==> config.mk <==
export PLATFORM = sky130hd
export DESIGN_NAME = traffic_timebase
export DESIGN_NICKNAME = d
export VERILOG_FILES = /design/src/rtl/traffic_timebase.sv
export SDC_FILE = /design/constraint.sdc
export NUM_CORES = 1
export LEC_CHECK = 0
export BUFFER_PORTS_ARGS = -buffer_cell sky130_fd_sc_hd__buf_2
export CAP_MARGIN = 40
export CORE_MARGIN = 5
export CORE_UTILIZATION = 30
export DETAILED_ROUTE_END_ITERATION = 16
export PLACE_DENSITY = 0.46
export SETUP_SLACK_MARGIN = 0.15
export SYNTH_ARGS = -nofsm -noshare
export SYNTH_HDL_FRONTEND = slang
export SYNTH_SLANG_ARGS = --single-unit
==> constraint.sdc <==
create_clock -name clk -period 2 [get_ports clk]
set_clock_uncertainty 0.15 [all_clocks]
set_input_delay 0 -clock clk [delete_from_list [all_inputs] [get_ports clk]]
set_output_delay 0 -clock clk [all_outputs]
set_load 0.01 [all_outputs]
==> src/rtl/traffic_timebase.sv <==
// Seconds tick, debounced clear request and optional blink for the traffic controller.
// Define TICK_BLINK_EN to add the blink square-wave output.
module traffic_timebase #(
    parameter int DIV    = 50_000_000,
    parameter int DB_CYC = 1_000_000
) (
    input  logic clk,
    input  logic clr,
    input  logic btn_in,
    output logic tick,
    output logic clr_req,
    output logic btn_level
`ifdef TICK_BLINK_EN
    ,
    output logic blink
`endif
);

    localparam int CW = $clog2(DIV);
    localparam int DW = $clog2(DB_CYC);

    localparam logic [1:0] ST_IDLE     = 2'd0;
    localparam logic [1:0] ST_PRESS_WT = 2'd1;
    localparam logic [1:0] ST_PRESSED  = 2'd2;
    localparam logic [1:0] ST_REL_WT   = 2'd3;

    logic          r_s0;
    logic          r_s1;
    logic [CW-1:0] r_cnt;
    logic          r_tick;
    logic [1:0]    r_state;
    logic [DW-1:0] r_dcnt;
    logic          r_req;
    logic          r_lvl;

    logic          w_cnt_wrap;
    logic          w_db_done;
    logic [1:0]    w_state_nx;
    logic [DW-1:0] w_dcnt_nx;
    logic          w_req_nx;
    logic          w_lvl_nx;

    assign w_cnt_wrap = (r_cnt == CW'(DIV - 1));
    assign w_db_done  = (r_dcnt == DW'(DB_CYC - 1));

    always_ff @(posedge clk) begin
        if (clr) begin
            r_s0 <= 1'b0;
            r_s1 <= 1'b0;
        end else begin
            r_s0 <= btn_in;
            r_s1 <= r_s0;
        end
    end

    always_comb begin
        w_state_nx = r_state;
        w_dcnt_nx  = r_dcnt + DW'(1);
        w_req_nx   = 1'b0;
        w_lvl_nx   = r_lvl;
        case (r_state)
            ST_IDLE: begin
                w_dcnt_nx = '0;
                if (r_s1) w_state_nx = ST_PRESS_WT;
            end
            ST_PRESS_WT: begin
                if (!r_s1) begin
                    w_state_nx = ST_IDLE;
                    w_dcnt_nx  = '0;
                end else if (w_db_done) begin
                    w_state_nx = ST_PRESSED;
                    w_dcnt_nx  = '0;
                    w_req_nx   = 1'b1;
                    w_lvl_nx   = 1'b1;
                end
            end
            ST_PRESSED: begin
                w_dcnt_nx = '0;
                if (!r_s1) w_state_nx = ST_REL_WT;
            end
            ST_REL_WT: begin
                if (r_s1) begin
                    w_state_nx = ST_PRESSED;
                    w_dcnt_nx  = '0;
                end else if (w_db_done) begin
                    w_state_nx = ST_IDLE;
                    w_dcnt_nx  = '0;
                    w_lvl_nx   = 1'b0;
                end
            end
            default: begin
                w_state_nx = ST_IDLE;
                w_dcnt_nx  = '0;
            end
        endcase
    end

    always_ff @(posedge clk) begin
        if (clr) begin
            r_state <= ST_IDLE;
            r_dcnt  <= '0;
            r_req   <= 1'b0;
            r_lvl   <= 1'b0;
        end else begin
            r_state <= w_state_nx;
            r_dcnt  <= w_dcnt_nx;
            r_req   <= w_req_nx;
            r_lvl   <= w_lvl_nx;
        end
    end

    // An accepted press realigns the timebase and beats a coincident wrap.
    always_ff @(posedge clk) begin
        if (clr || w_req_nx) begin
            r_cnt  <= '0;
            r_tick <= 1'b0;
        end else if (w_cnt_wrap) begin
            r_cnt  <= '0;
            r_tick <= 1'b1;
        end else begin
            r_cnt  <= r_cnt + CW'(1);
            r_tick <= 1'b0;
        end
    end

`ifdef TICK_BLINK_EN
    logic r_blink;

    always_ff @(posedge clk) begin
        if (clr || w_req_nx) begin
            r_blink <= 1'b0;
        end else if (w_cnt_wrap) begin
            r_blink <= ~r_blink;
        end
    end

    assign blink = r_blink;
`endif

    assign tick      = r_tick;
    assign clr_req   = r_req;
    assign btn_level = r_lvl;

endmodule

Word level (Yosys, flattened, before mapping)

Cells that the tools add are included.

Add/subtract/negate cells: 2
Eq/ne operators: 13
Muxes and demuxes: 20
Reduce and logical (&&, ||, !) cells: 7

Operators by type and width:

| operator                | count |
|---|---|
| $mux W20                | 3 |
| $pmux W20 S3            | 1 |
| $add A26 B1 Y26 const B | 1 |
| $eq A26 B26 Y1 const B  | 1 |
| $add A20 B1 Y20 const B | 1 |
| $eq A20 B20 Y1 const B  | 1 |
| $mux W2                 | 6 |
| $ne A2 B2 Y1 const B    | 6 |
| $mux W1                 | 8 |
| $pmux W2 S4             | 1 |
| $ne A3 B3 Y1 const B    | 2 |
| $reduce_and A5 Y1       | 1 |
| $eq A2 B2 Y1 const B    | 2 |
| $reduce_and A4 Y1       | 1 |
| $reduce_or A2 Y1        | 2 |
| $eq A2 B1 Y1 const B    | 1 |
| $logic_not A2 Y1        | 1 |
| $pmux W1 S2             | 1 |
| $reduce_bool A2 Y1      | 1 |
| $logic_or A1 B1 Y1      | 1 |

Register bits: 53
Input bits: 3
Output and inout port bits: 3
Word-level logic and storage cells: 50

Longest topological paths before layout

Depth in word-level cells: 6
Mapped depth: 7
Depth with buffers taken out: 5

Worst setup path after synthesis

Ideal clock, no wire load.

Path kind: register to register
Start point: reg r_dcnt[0]
End point: reg r_cnt[1]
Setup time: 0.140 ns
Arrival: 1.792 ns
Required time: 1.710 ns
Path slack: -0.082 ns
Cell stages (with the launch flop): 8
Path buffers: 2
Clock period less this slack: 2.082 ns
Cell sequence: dfxtp_1 > ha_1 > nand2_1 > nor4_2 > a31o_2 > buf_2 > buf_4 > nor3b_1

Cells in the longest elaborated chain, start to end: 6

Ends and longest elaborated chain:

| item                              | line | RTL |
|---|---|---|
| from (decl)                       | 32   | `logic [DW-1:0] r_dcnt;` |
| from (signal assigned)            | 106  | `r_dcnt <= w_dcnt_nx;` |
| $eq A20 B20 Y1                    | 44   | `assign w_db_done = (r_dcnt == DW'(DB_CYC - 1));` |
| $mux W1                           | 70   | `end else if (w_db_done) begin` |
| $mux W1                           | 67   | `if (!r_s1) begin` |
| $mux W1                           | 61   | `case (r_state)` |
| $logic_or A1 B1 Y1                | 114  | `if (clr \|\| w_req_nx) begin` |
| $reduce_or A2 Y1 (no source line) | n/a  |  |
| to (signal assigned)              | 121  | `r_cnt <= r_cnt + CW'(1);` |
| to (decl)                         | 29   | `logic [CW-1:0] r_cnt;` |

Every way passes these cells.
A chain may end at the register's enable or synchronous reset.

Final worst setup path

Start point: reg r_cnt[1]
End point: reg r_tick (netlist: tick)

Cells in the longest elaborated chain, start to end: 2

Ends and longest elaborated chain:

| item                 | line | RTL |
|---|---|---|
| $eq A26 B26 Y1       | 43   | `assign w_cnt_wrap = (r_cnt == CW'(DIV - 1));` |
| $mux W1              | 117  | `end else if (w_cnt_wrap) begin` |
| to (signal assigned) | 116  | `r_tick <= 1'b0;` |
| to (signal assigned) | 119  | `r_tick <= 1'b1;` |
| to (signal assigned) | 122  | `r_tick <= 1'b0;` |
| to (decl)            | 30   | `logic r_tick;` |

Every way passes these cells.

==> PnR_summary.wiki <==
{| class="wikitable"
! Metric !! Value
|-
| Setup slack, reg-to-reg || roughly 0.097 ns
|-
| Peak ir drop on the vdd network || about 210 uV
|-
| Pre-CTS setup slack || -0.002393 ns
|-
| Share of the clock period used by the worst path after layout || between 90% and 100%
|-
| Horiz. Die Dim || between 100 and 150 um
|-
| Core occupancy in the finished layout || roughly two fifths
|-
| Final antenna diode count || 0
|-
| Final critical delay including setup and external delays || about 1.9 ns
|-
| All-layer global routing usage || 10.97%
|-
| # H-tree levels || 2
|-
| Die Span Y || ~100 um
|-
| Yosys warns || 0
|-
| Max-slew violation count || 0
|-
| Clock-pin slew on the worst setup and hold paths || about 0.090 ns
|-
| PortBufs || 5
|-
| Row count || 33
|-
| Achievable Freq || 525.4 MHz
|-
| Fraction of final layout cells with drive strength greater than 1 || 28.92%
|-
| Clock root buffer master || clkbuf_8
|-
| Drt first-iter violations || 99
|-
| Post-synthesis area per instance || ~8.8 sq um
|-
| Leftover overflow at the end of global routing || 0
|-
| Cell Area, Synth || roughly 2500 sq um
|-
| Synthesis-stage register bit count || 53
|-
| Number of distinct library cells after synthesis || 37
|-
| Total number of clock tree sinks || 53
|-
| Clk network pwr share || between 30% and 40%
|-
| Sequential share of power || around 61%
|-
| Required time at the worst-slack endpoint || approximately 2.1 ns
|-
| Cell area power density || 545.0 nW/um^2
|-
| Dpl cells || around 400
|-
| Number of endpoints with negative hold slack in the final report || 0
|-
| Hold Startpoint || r_s0$_SDFF_PP0_
|-
| Via count normalized by instance count || ~5
|-
| Pint || 1.370 mW
|-
| DPL Wire Length || between 3 and 4 mm
|-
| Wire length per cell || approximately 13 um
|-
| Final-layout fill cell count || roughly 850
|-
| Critical Path Source || r_cnt[1]$_SDFF_PP0_
|-
| Setup crit start kind || flop
|-
| Number of nets produced by synthesis || around 280
|-
| Static leakage power || 1.043 nW
|-
| Area share of the largest cell type after synthesis || around 43%
|-
| Leading area contributor after synthesis || dfxtp_1
|-
| Share of synthesized registers carrying an async set or reset || 0%
|-
| Main area contributors after synthesis || dfxtp_1 43%, xnor2_1 4.3%, xor2_1 3.9%
|-
| Setup WS post-layout || 0.09663 ns
|-
| Final Instance Count excl. Fillers || 430
|-
| Total power draw || between 1.5 and 2 mW
|-
| Slew of the pin with the lowest slew margin || roughly 0.31 ns
|-
| RSZ-0062 raised after global routing || yes
|-
| Net Switching || between 0.3 and 0.4 mW
|-
| Count of flip-flops with a built-in enable after synthesis || 0
|-
| Fraction of the yosys area taken by sequential cells || between 40% and 50%
|-
| Clock network latency to the later pin of the worst-skew pair || about 0.30 ns
|-
| TritonCTS buffer count || 5
|-
| Setup-violating endpoint count in the final report || 0
|-
| Rel. slew slack || 78.91%
|-
| Reg2reg start || r_cnt[1]$_SDFF_PP0_
|-
| Vias || about 2,100
|-
| Clock tree from TritonCTS || built
|-
| Type of destination of the critical path || flop
|-
| CP Max Fanout || 6
|-
| Status || completed
|-
| Maximum buffer depth of the clock tree || 2
|-
| Post-Route Setup TNS || 0 ns
|-
| Wire length of the first global-routing pass || 9.246 mm
|-
| Wire length reported by the detailed router || 5.688 mm
|-
| Final-stage net count || ~330
|-
| Drt pass-1 iters || 4
|-
| Remaining design rule violation count || 0
|-
| Switching share of power || between 20 and 25%
|-
| Start-to-end type of the worst setup path || reg2reg
|-
| Synth Flop Type || dfxtp_1
|-
| Initial Util || a little under a third
|-
| Weighted congestion reported at the end of routability-driven placement || 0.7539
|-
| Initial antenna violation count || 0
|-
| Cells after Synth || 278
|-
| Maximum number of pins on one net before global-route repair || 28
|-
| Die footprint || roughly 10,000 sq um
|-
| Area grow syn2layout || 30.55%
|-
| Share of total power in combinational logic || about 3.3%
|-
| Std-Cell Core Area || between 8000 and 9000 sq um
|-
| Arrival time reported for the critical path endpoint || approximately 2 ns
|-
| Worst hold path class || reg2reg
|-
| Number of placed I/O pins || 6
|-
| Total of max-cap violations || 0
|-
| Antenna Nets Post-Route || 0
|-
| Via count of the first global-routing pass || 1,992
|}
==> logic make-up (layout without fill, tap and decap cells) <==
kind of cell,count (synthesis),in the layout,share of synthesized area (%)
and+or+nand+nor,129,129,30.75
DFF,53,53,43.24
AOI/OAI and AO/OA,47,47,12.55
buffers and inverters,24,71,4.233
xor gates and xnor gates,23,23,8.210
adders and majority gates,2,2,1.020
==> registers in the layout, summed over array words and instances, names as in the netlist, named ones only <==
signal     flops
r_s1           1
tick           1
r_s0           1
clr_req        1
r_dcnt        20
r_cnt         26
btn_level      1
r_state        1
==> metal layers <==
metal  routed length, um  vias up  global-route usage, %
li1                    -     1117                      -
met2                2507       12                  17.38
met5                   0        -                      0
met3                  83        4                  1.459
met4                  55        0                  3.731
met1                3040     1009                  15.33
==> power by group through the flow <==
stage	combinational [mW]	sequential [mW]	clock [mW]
after floorplan	0.0252	1.09	0
after global placement	0.0399	1.09	0
after detailed placement	0.0401	1.09	0
after CTS	0.0449	1.07	0.662
after global routing	0.0635	1.07	0.680
final	0.0577	1.07	0.622
==> per-stage QoR <==
stage,hold WS (ns),cell area [sq um]
floorplan,-0.08093,2500
global placement,0.07636,2854
detailed placement,0.07941,2854
CTS,0.3020,3014
global route,0.3128,3203
finish,0.2970,3203
==> cells in the mapped netlist (2+ instances only) <==
| cell | count |
|---|---|
| buf_4 | 2 |
| or3_1 | 12 |
| nand3_1 | 17 |
| o31ai_1 | 6 |
| o21ai_0 | 12 |
| xor2_1 | 11 |
| ha_1 | 2 |
| a21oi_1 | 8 |
| xnor2_1 | 12 |
| clkbuf_1 | 7 |
| inv_1 | 10 |
| nor4_1 | 3 |
| o41ai_1 | 2 |
| a31o_2 | 3 |
| nand2_1 | 14 |
| and4_1 | 7 |
| buf_2 | 5 |
| nor4_2 | 2 |
| a31oi_1 | 2 |
| nor2b_1 | 5 |
| and3_1 | 4 |
| or4_1 | 8 |
| dfxtp_1 | 53 |
| a211oi_1 | 12 |
| nor3_1 | 15 |
| nand4_1 | 14 |
| nor2_1 | 20 |
==> critical path, stage by stage (launching register included) <==
cell	delay [ns]
dfxtp_4	0.39
ha_4	0.13
and4_4	0.25
nand4_1	0.17
nor4_4	0.32
buf_4	0.18
buf_6	0.12
nor2b_1	0.12
==> repair_timing <==
item,4_1_cts,5_1_grt
hold buffers,3,0
buffers inserted,0,8
resized for setup,17,24
pin swaps,1,8
endpoints found under the setup margin,36,34
gates cloned,0,3
hold endpoints to repair,6,0
==> final timing paths <==
path                     end  depth (start not counted)
max reg2reg  tick$_SDFF_PP0_                          7
max          tick$_SDFF_PP0_                          7
min          r_s1$_SDFF_PP0_                          1
min reg2reg  r_s1$_SDFF_PP0_                          1
==> final cells by class <==
| class | count | area (sq um) | share of cell area [%] |
|---|---|---|---|
| clock buffers | 8 | 90.09 | 2.813 |
| inverters | 10 | 37.54 | 1.172 |
| multi-input cells | 201 | 1389 | 43.36 |
| flip-flops and latches | 53 | 1102 | 34.41 |
| well taps | 105 | 131.4 | 4.102 |
| repair buffers | 53 | 452.9 | 14.14 |
==> placed cells by master (no fill, tap or decap), types with 10 or more instances in the layout <==
cell type / Yosys / final
dfxtp_1: 53 / 38
xor2_1: 11 / 11
inv_1: 10 / 10
xnor2_1: 12 / 12
o21ai_0: 12 / 12
nand2_1: 14 / 13
nand4_1: 14 / 14
nor2_1: 20 / 20
buf_4: 2 / 36
or3_1: 12 / 11
nor3_1: 15 / 14
nand3_1: 17 / 17
Note: power is estimated with default switching activity, not from simulation.
